--- src/rtl/demux_1_2_buffered_if.sv ---
// Stream bundle for the buffered 1:2 demultiplexer: one producer-side input
// channel and two consumer-side output channels, all valid/ready.
interface demux_1_2_buffered_if #(
  parameter int INPUT_DATA_WIDTH = 32
);
  logic [INPUT_DATA_WIDTH-1:0] DEMUX_Input_Data;
  logic                        DEMUX_Input_Valid;
  logic                        DEMUX_Sel;
  logic                        DEMUX_Input_Ready;

  logic [INPUT_DATA_WIDTH-1:0] DEMUX_Output_0_Data;
  logic                        DEMUX_Output_0_Valid;
  logic                        DEMUX_Output_0_Ready;

  logic [INPUT_DATA_WIDTH-1:0] DEMUX_Output_1_Data;
  logic                        DEMUX_Output_1_Valid;
  logic                        DEMUX_Output_1_Ready;

  // Environment side: drives the input word and the consumer readies.
  modport master (
    output DEMUX_Input_Data, DEMUX_Input_Valid, DEMUX_Sel,
    input  DEMUX_Input_Ready,
    input  DEMUX_Output_0_Data, DEMUX_Output_0_Valid,
    output DEMUX_Output_0_Ready,
    input  DEMUX_Output_1_Data, DEMUX_Output_1_Valid,
    output DEMUX_Output_1_Ready
  );

  // Demux side.
  modport slave (
    input  DEMUX_Input_Data, DEMUX_Input_Valid, DEMUX_Sel,
    output DEMUX_Input_Ready,
    output DEMUX_Output_0_Data, DEMUX_Output_0_Valid,
    input  DEMUX_Output_0_Ready,
    output DEMUX_Output_1_Data, DEMUX_Output_1_Valid,
    input  DEMUX_Output_1_Ready
  );
endinterface

--- src/rtl/demux_1_2_buffered.sv ---
// Buffered 1:2 demultiplexer. Each destination owns a 2-entry FIFO so a
// stalled consumer never blocks words already queued for the other one.
// Input ready looks only at the selected FIFO's registered count; a full
// FIFO refuses a push even when its consumer pops in the same cycle.
module demux_1_2_buffered #(
  parameter int INPUT_DATA_WIDTH = 32
) (
  input  logic                  DEMUX_CLOCK_50,
  input  logic                  DEMUX_RESET_InHigh,
  demux_1_2_buffered_if.slave   bus
);

  logic [INPUT_DATA_WIDTH-1:0] r_mem   [2][2];
  logic [1:0]                  r_wptr;
  logic [1:0]                  r_rptr;
  logic [1:0]                  r_count [2];

  logic [1:0] w_push;
  logic [1:0] w_pop;
  logic [1:0] w_out_ready;
  logic       w_in_ready;

  // Handshake decode: ready from the selected count, push/pop per port.
  always_comb begin
    w_out_ready = {bus.DEMUX_Output_1_Ready, bus.DEMUX_Output_0_Ready};
    w_in_ready  = (r_count[bus.DEMUX_Sel] != 2'd2);
    w_push[0]   = bus.DEMUX_Input_Valid & w_in_ready & ~bus.DEMUX_Sel;
    w_push[1]   = bus.DEMUX_Input_Valid & w_in_ready &  bus.DEMUX_Sel;
    w_pop[0]    = (r_count[0] != 2'd0) & w_out_ready[0];
    w_pop[1]    = (r_count[1] != 2'd0) & w_out_ready[1];
  end

  // FIFO storage, pointers and occupancy; reset wipes everything, including
  // any push presented in the reset cycle.
  always_ff @(posedge DEMUX_CLOCK_50) begin
    if (DEMUX_RESET_InHigh) begin
      r_wptr <= 2'b00;
      r_rptr <= 2'b00;
      for (int p = 0; p < 2; p++) begin
        r_count[p]  <= 2'd0;
        r_mem[p][0] <= '0;
        r_mem[p][1] <= '0;
      end
    end else begin
      for (int p = 0; p < 2; p++) begin
        if (w_push[p]) begin
          r_mem[p][r_wptr[p]] <= bus.DEMUX_Input_Data;
          r_wptr[p]           <= ~r_wptr[p];
        end
        if (w_pop[p]) begin
          r_rptr[p] <= ~r_rptr[p];
        end
        case ({w_push[p], w_pop[p]})
          2'b10:   r_count[p] <= r_count[p] + 2'd1;
          2'b01:   r_count[p] <= r_count[p] - 2'd1;
          default: r_count[p] <= r_count[p];
        endcase
      end
    end
  end

  assign bus.DEMUX_Input_Ready    = w_in_ready;
  assign bus.DEMUX_Output_0_Data  = r_mem[0][r_rptr[0]];
  assign bus.DEMUX_Output_0_Valid = (r_count[0] != 2'd0);
  assign bus.DEMUX_Output_1_Data  = r_mem[1][r_rptr[1]];
  assign bus.DEMUX_Output_1_Valid = (r_count[1] != 2'd0);

endmodule

--- src/flat_wrapper.sv ---
// flat-port wrapper written by rule: the top's interface ports become plain ports
module demux_1_2_buffered_flat 
#(
  parameter int INPUT_DATA_WIDTH = 32
)
  (DEMUX_CLOCK_50, DEMUX_RESET_InHigh, bus_DEMUX_Input_Data, bus_DEMUX_Input_Valid, bus_DEMUX_Sel, bus_DEMUX_Input_Ready, bus_DEMUX_Output_0_Data, bus_DEMUX_Output_0_Valid, bus_DEMUX_Output_0_Ready, bus_DEMUX_Output_1_Data, bus_DEMUX_Output_1_Valid, bus_DEMUX_Output_1_Ready);
  demux_1_2_buffered_if #(.INPUT_DATA_WIDTH(INPUT_DATA_WIDTH)) bus_i ();
  input  logic DEMUX_CLOCK_50;
  input  logic DEMUX_RESET_InHigh;
  input wire logic [$bits(bus_i.DEMUX_Input_Data)-1:0] bus_DEMUX_Input_Data;
  input wire logic [$bits(bus_i.DEMUX_Input_Valid)-1:0] bus_DEMUX_Input_Valid;
  input wire logic [$bits(bus_i.DEMUX_Sel)-1:0] bus_DEMUX_Sel;
  output wire logic [$bits(bus_i.DEMUX_Input_Ready)-1:0] bus_DEMUX_Input_Ready;
  output wire logic [$bits(bus_i.DEMUX_Output_0_Data)-1:0] bus_DEMUX_Output_0_Data;
  output wire logic [$bits(bus_i.DEMUX_Output_0_Valid)-1:0] bus_DEMUX_Output_0_Valid;
  input wire logic [$bits(bus_i.DEMUX_Output_0_Ready)-1:0] bus_DEMUX_Output_0_Ready;
  output wire logic [$bits(bus_i.DEMUX_Output_1_Data)-1:0] bus_DEMUX_Output_1_Data;
  output wire logic [$bits(bus_i.DEMUX_Output_1_Valid)-1:0] bus_DEMUX_Output_1_Valid;
  input wire logic [$bits(bus_i.DEMUX_Output_1_Ready)-1:0] bus_DEMUX_Output_1_Ready;
  assign bus_i.DEMUX_Input_Data = bus_DEMUX_Input_Data;
  assign bus_i.DEMUX_Input_Valid = bus_DEMUX_Input_Valid;
  assign bus_i.DEMUX_Sel = bus_DEMUX_Sel;
  assign bus_DEMUX_Input_Ready = bus_i.DEMUX_Input_Ready;
  assign bus_DEMUX_Output_0_Data = bus_i.DEMUX_Output_0_Data;
  assign bus_DEMUX_Output_0_Valid = bus_i.DEMUX_Output_0_Valid;
  assign bus_i.DEMUX_Output_0_Ready = bus_DEMUX_Output_0_Ready;
  assign bus_DEMUX_Output_1_Data = bus_i.DEMUX_Output_1_Data;
  assign bus_DEMUX_Output_1_Valid = bus_i.DEMUX_Output_1_Valid;
  assign bus_i.DEMUX_Output_1_Ready = bus_DEMUX_Output_1_Ready;
  demux_1_2_buffered #(.INPUT_DATA_WIDTH(INPUT_DATA_WIDTH)) u_core (.DEMUX_CLOCK_50(DEMUX_CLOCK_50), .DEMUX_RESET_InHigh(DEMUX_RESET_InHigh), .bus(bus_i));
endmodule
--- config.mk ---
export PLATFORM = sky130hd
export DESIGN_NAME = demux_1_2_buffered_flat
export DESIGN_NICKNAME = d
export VERILOG_FILES = /design/src/rtl/demux_1_2_buffered_if.sv /design/src/rtl/demux_1_2_buffered.sv /design/src/flat_wrapper.sv
export SDC_FILE = /design/constraint.sdc
export NUM_CORES = 1
export LEC_CHECK = 0
export BUFFER_PORTS_ARGS = -buffer_cell sky130_fd_sc_hd__buf_2
export CAP_MARGIN = 20
export CORE_MARGIN = 2
export CORE_UTILIZATION = 40
export DETAILED_ROUTE_END_ITERATION = 10
export PLACE_DENSITY = 0.6
export SYNTH_ARGS = -nofsm -noshare
export SYNTH_HDL_FRONTEND = slang
export SYNTH_SLANG_ARGS = --single-unit
export TNS_END_PERCENT = 50
--- constraint.sdc ---
create_clock -name DEMUX_CLOCK_50 -period 2.95 [get_ports DEMUX_CLOCK_50]
set_clock_uncertainty 0.1 [all_clocks]
set_input_delay 0.4425 -clock DEMUX_CLOCK_50 [delete_from_list [all_inputs] [get_ports DEMUX_CLOCK_50]]
set_output_delay 0.4425 -clock DEMUX_CLOCK_50 [all_outputs]
set_load 0.05 [all_outputs]
---- Yosys cells after proc, flatten, opt, wreduce, memory -nomap -nowiden ----
Memory sizes are Yosys's and may differ from the RTL's.
Cells that the tools add are included.
word-level totals
  register bits ........................... 4
  memory bits (writable) .................. 132
  input port bits ......................... 38
  word-level logic and storage cells ...... 345
  memories kept ........................... 2
operators by class
  add/subtract/negate cells ............... 4
  order comparisons ....................... 6
  equality and inequality tests ........... 5
  mux-type cells .......................... 170
  bitwise gates (word level) .............. 148
  reduce and logical (&&, ||, !) cells .... 6
memory list
  name            depth  width  read ports  clocked after Yosys merged registers in  write ports  line                      text
  u_core.r_mem    2      64     2           0                                        2            demux_1_2_buffered.sv:13  logic [INPUT_DATA_WIDTH-1:0] r_mem [2][2];
  u_core.r_count  2      2      3           0                                        2            demux_1_2_buffered.sv:16  logic [1:0] r_count [2];
operators with widths
  kind                   number
  $mux W32               8
  $mux W1                152
  $or A1 B1 Y1           134
  $mux W64               2
  $demux W32 S1          2
  $mux W2                6
  $ge A2 B2 Y1 const B   4
  $not A1 Y2             4
  $and A1 B1 Y1          5
  $not A1 Y1             5
  $add A2 B1 Y2 const B  2
  $eq A2 B1 Y1 const B   2
  $eq A2 B2 Y1 const B   2
  $lt A2 B1 Y1 const B   2
  $reduce_bool A2 Y1     2
  $reduce_or A2 Y1       2
  $sub A2 B1 Y2 const B  2
  $logic_and A1 B1 Y1    2
  $ne A2 B2 Y1 const B   1

---- Depth between registers and ports, before layout ----
An unclocked memory read counts as a cell.
  depth after elaboration ................. 11
  depth in mapped cells ................... 9

---- Worst setup path after synthesis ----
Ideal clock, no wire load.
  path kind ............................... input port to flip-flop
  start point ............................. input port bus_DEMUX_Sel
  end point ............................... memory u_core.r_mem[0][32] in the netlist's numbering (enable)
  arrival time ............................ 2.253 ns
  required time ........................... 2.422 ns
  slack ................................... 0.169 ns
  stages .................................. 3
  cell sequence ........................... and2b_2 -> nand2_1 -> o21bai_1
RTL lines
  element             line                      text
  start: declaration  flat_wrapper.sv:12        input wire logic [$bits(bus_i.DEMUX_Sel)-1:0] bus_DEMUX_Sel;
  end: declaration    demux_1_2_buffered.sv:13

---- Final worst setup path ----
  start point ............................. register u_core.r_rptr[1]
  end point ............................... output port bus_DEMUX_Output_1_Data[26]
on the way
  word-level cells in the longest chain between the ends .. 4
ends and longest elaborated chain
  element                                       line                      text
  start: declaration                            demux_1_2_buffered.sv:15  logic [1:0] r_rptr;
  start signal: indexed assignment              demux_1_2_buffered.sv:51  r_rptr[p] <= ~r_rptr[p];
  $not A1 Y2 (implied by the code)              demux_1_2_buffered.sv:65  assign bus.DEMUX_Output_1_Data = r_mem[1][r_rptr[1]];
  $mux W32 (implied by the code) (3 in series)  demux_1_2_buffered.sv:65
  end: declaration                              flat_wrapper.sv:17        output wire logic [$bits(bus_i.DEMUX_Output_1_Data)-1:0] bus_DEMUX_Output_1_Data;
No other way between the ends. The select of a mux whose other input is x is not followed.

==> results.toml <==
[run_status]
status = "complete, no violations"

[sta]
setup_viol = 0
slew_violations = 0
rsz0062_at_grt = "no"
holdWs_ns = 0.241
timing.final.crit_period_ns = 2.42
setup_slack_ns = 0.528
fmax_ghz = 0.413
timing.final.crit_share_pct = 82.1
worst_pin_slew_ns = 0.625
setup-tns-final_ns = 0
slew_headroom_pct = 58.2
hold_viol_final = 0

[min_path]
min-delay-start = "bus_DEMUX_Input_Data[1]"
hold_path_class = "input pin to register"

[synth]
synthTopCellsByArea = "edfxtp_1 (65%), and2_1 (13%), mux2_2 (12%), dfxtp_1 (1.3%), buf_6 (1.1%)"
synth_top_area_share_pct = 64.5
synthCells = 403
synth_warnings = 0
syn_area_sq_um = 6140
seq_area_frac_synth_pct = 65.8
synth_top_cell_by_area = "edfxtp_1"
synth_cell_types = 33
synth_area_per_cell_sq_um = 15.2
synth_seq_cells = 136
syn_nets = 446

[cells_and_area]
final_nets = 559
area_delta_synth_final_pct = 21.1
drive_above_1_share_pct = 42.2
nFillCells = 1325
final_cell_mix = "edfxtp_1 (132), and2_1 (126), buf_2 (104), mux2_2 (64), clkbuf_16 (17)"
mostFrequentLayoutCell = "edfxtp_1"

[clocking]
cts_buffer_depth = 2
cts_resized = 0
clk_latency_ns = 0.41
numClockSinks = 136
h-tree-depth = 4
cts_buffers = 17
cts_tree = "done"
root_buffer = "clkbuf_16"
clk_pin_slew_ns = 0.05
hold_buffers = 0
postCtsSetupBuffers = 0

[placed_design]
pre_cts_slack_ns = 0.476
io_buffer_count = 104
hpwl_mm = 7.67
gp_congestion = 0.713

[drt]
viasPerCell = 4.81
wl_per_cell_microns = 17.3
dr.pass1.iters = 6
vias = 3449
drt_iter0_drc = 179
antenna_left = 0
routed_wl_mm = 12.4
drc = 0

[setup_path]
critPathKind = "register to primary output"
critical_path.max_fanout = 18
endpoint_kind = "primary output"
required_ns = 2.41
arrival_ns = 1.88
crit_path_start_kind = "register"
critPathLaunch = "u_core.r_rptr[1]"
worstPathCellList = "buf_12 -> mux2_2 -> buf_2"
r2r_start = "u_core.r_count[0][0]"
slowest_stage = "dfxtp_2"
critPathMaxStageDelay_ns = 0.65

[power_and_ir_drop]
p_leak_nw = 3.07
cellPowerDensity_nw_per_um2 = 745
irDropWorstVdd_mv = 0.298

[floorplan]
num_rows = 45
die_area_sq_um = 16400
die_w_microns = 128
die_y_microns = 128
core_area_sq_um = 15100
start_util_pct = 40.7
boundaryPins = 105

[grt]
grt_pass1_wl_mm = 19.2
grt_antenna_before_repair = 1
track_usage_pct = 16.0
grt_pass1_vias = 3561
grt_max_degree = 34
grt_overflow = 0

[job]
cap_violations = 0
[layer usage]
metal | wire length (microns) | share of wire (%) | vias up | track usage, %
li1 | - | - | 1660 | -
met1 | 5520 | 44 | 1699 | 19.9
met2 | 6140 | 49 | 77 | 26.3
met3 | 602 | 4.8 | 13 | 4.80
met4 | 176 | 1.4 | 0 | 6.66
met5 | 0 | 0 | - | 0
[power breakdown]
group	switching [W]	internal, W
clock network	0.000744	0.00121
logic	0.000870	0.000372
registers	0.0000662	0.00228
[sequential cells by signal, summed over array words and instances, names as in the netlist]
register,cells
u_core.r_mem,128
u_core.r_wptr,2
u_core.r_count,4
u_core.r_rptr,2
[Yosys cell counts (all sizes together)]
master,n
nor3,2
nor4,2
nor4bb,1
o21bai,4
xnor2,3
nand2,2
a31o,1
buf,12
dfxtp,4
a21o,4
nor4b,2
xor2,1
clkbuf,9
edfxtp,132
o21ai,1
mux2,64
ha,5
nand2b,3
and2b,1
and2,129
or2,1
nand3,1
nor2,7
inv,7
nor2b,4
mux2i,1
[cell type report]
class	instances	area [sq um]	share of cell area (%)
Clock inverter	13	113	1.51
Sequential cell	136	4050	54.4
Tap cell	188	235	3.16
Inverter	7	26.3	0.353
Multi-Input combinational cell	239	1960	26.3
Antenna cell	1	2.50	0.0336
Timing Repair Buffer	115	628	8.44
Clock buffer	18	429	5.77
[cells by family after synthesis]
family          Yosys count  synth area share, %
compound gates           10                 1.22
xor+xnor                  4                0.570
fa+ha+maj                 5                 1.02
buf+inv                  28                 2.69
flops                   136                 65.8
mux                      65                 11.9
simple gates            155                 16.8
[critical path: cells and delay by family, from the launching register on]
family | cells | cell delay, ns
buffers and inverters | 2 | 0.45
multiplexers | 1 | 0.36
flip-flops | 1 | 0.65
[metrics by stage]
step	instances	power [W]	utilization (%)	area, sq um
after floorplan	403	0.00333	-	6140
after global placement	685	0.00363	45.7	6900
after detailed placement	685	0.00364	45.7	6900
after CTS	716	0.00559	49.3	7440
after global routing	716	0.00576	49.3	7440
final	717	0.00554	49.3	7440
[worst paths after layout]
check,slack (ns),end,depth (start not counted)
worst min-delay path,0.24,u_core.r_mem[0][1],2
worst min register to register,0.40,u_core.r_rptr[0],2
worst max register to register,0.67,u_core.r_count[1][1],6
worst max-delay path,0.53,bus_DEMUX_Output_1_Data[26],3
(Power assumes the default switching activity.)
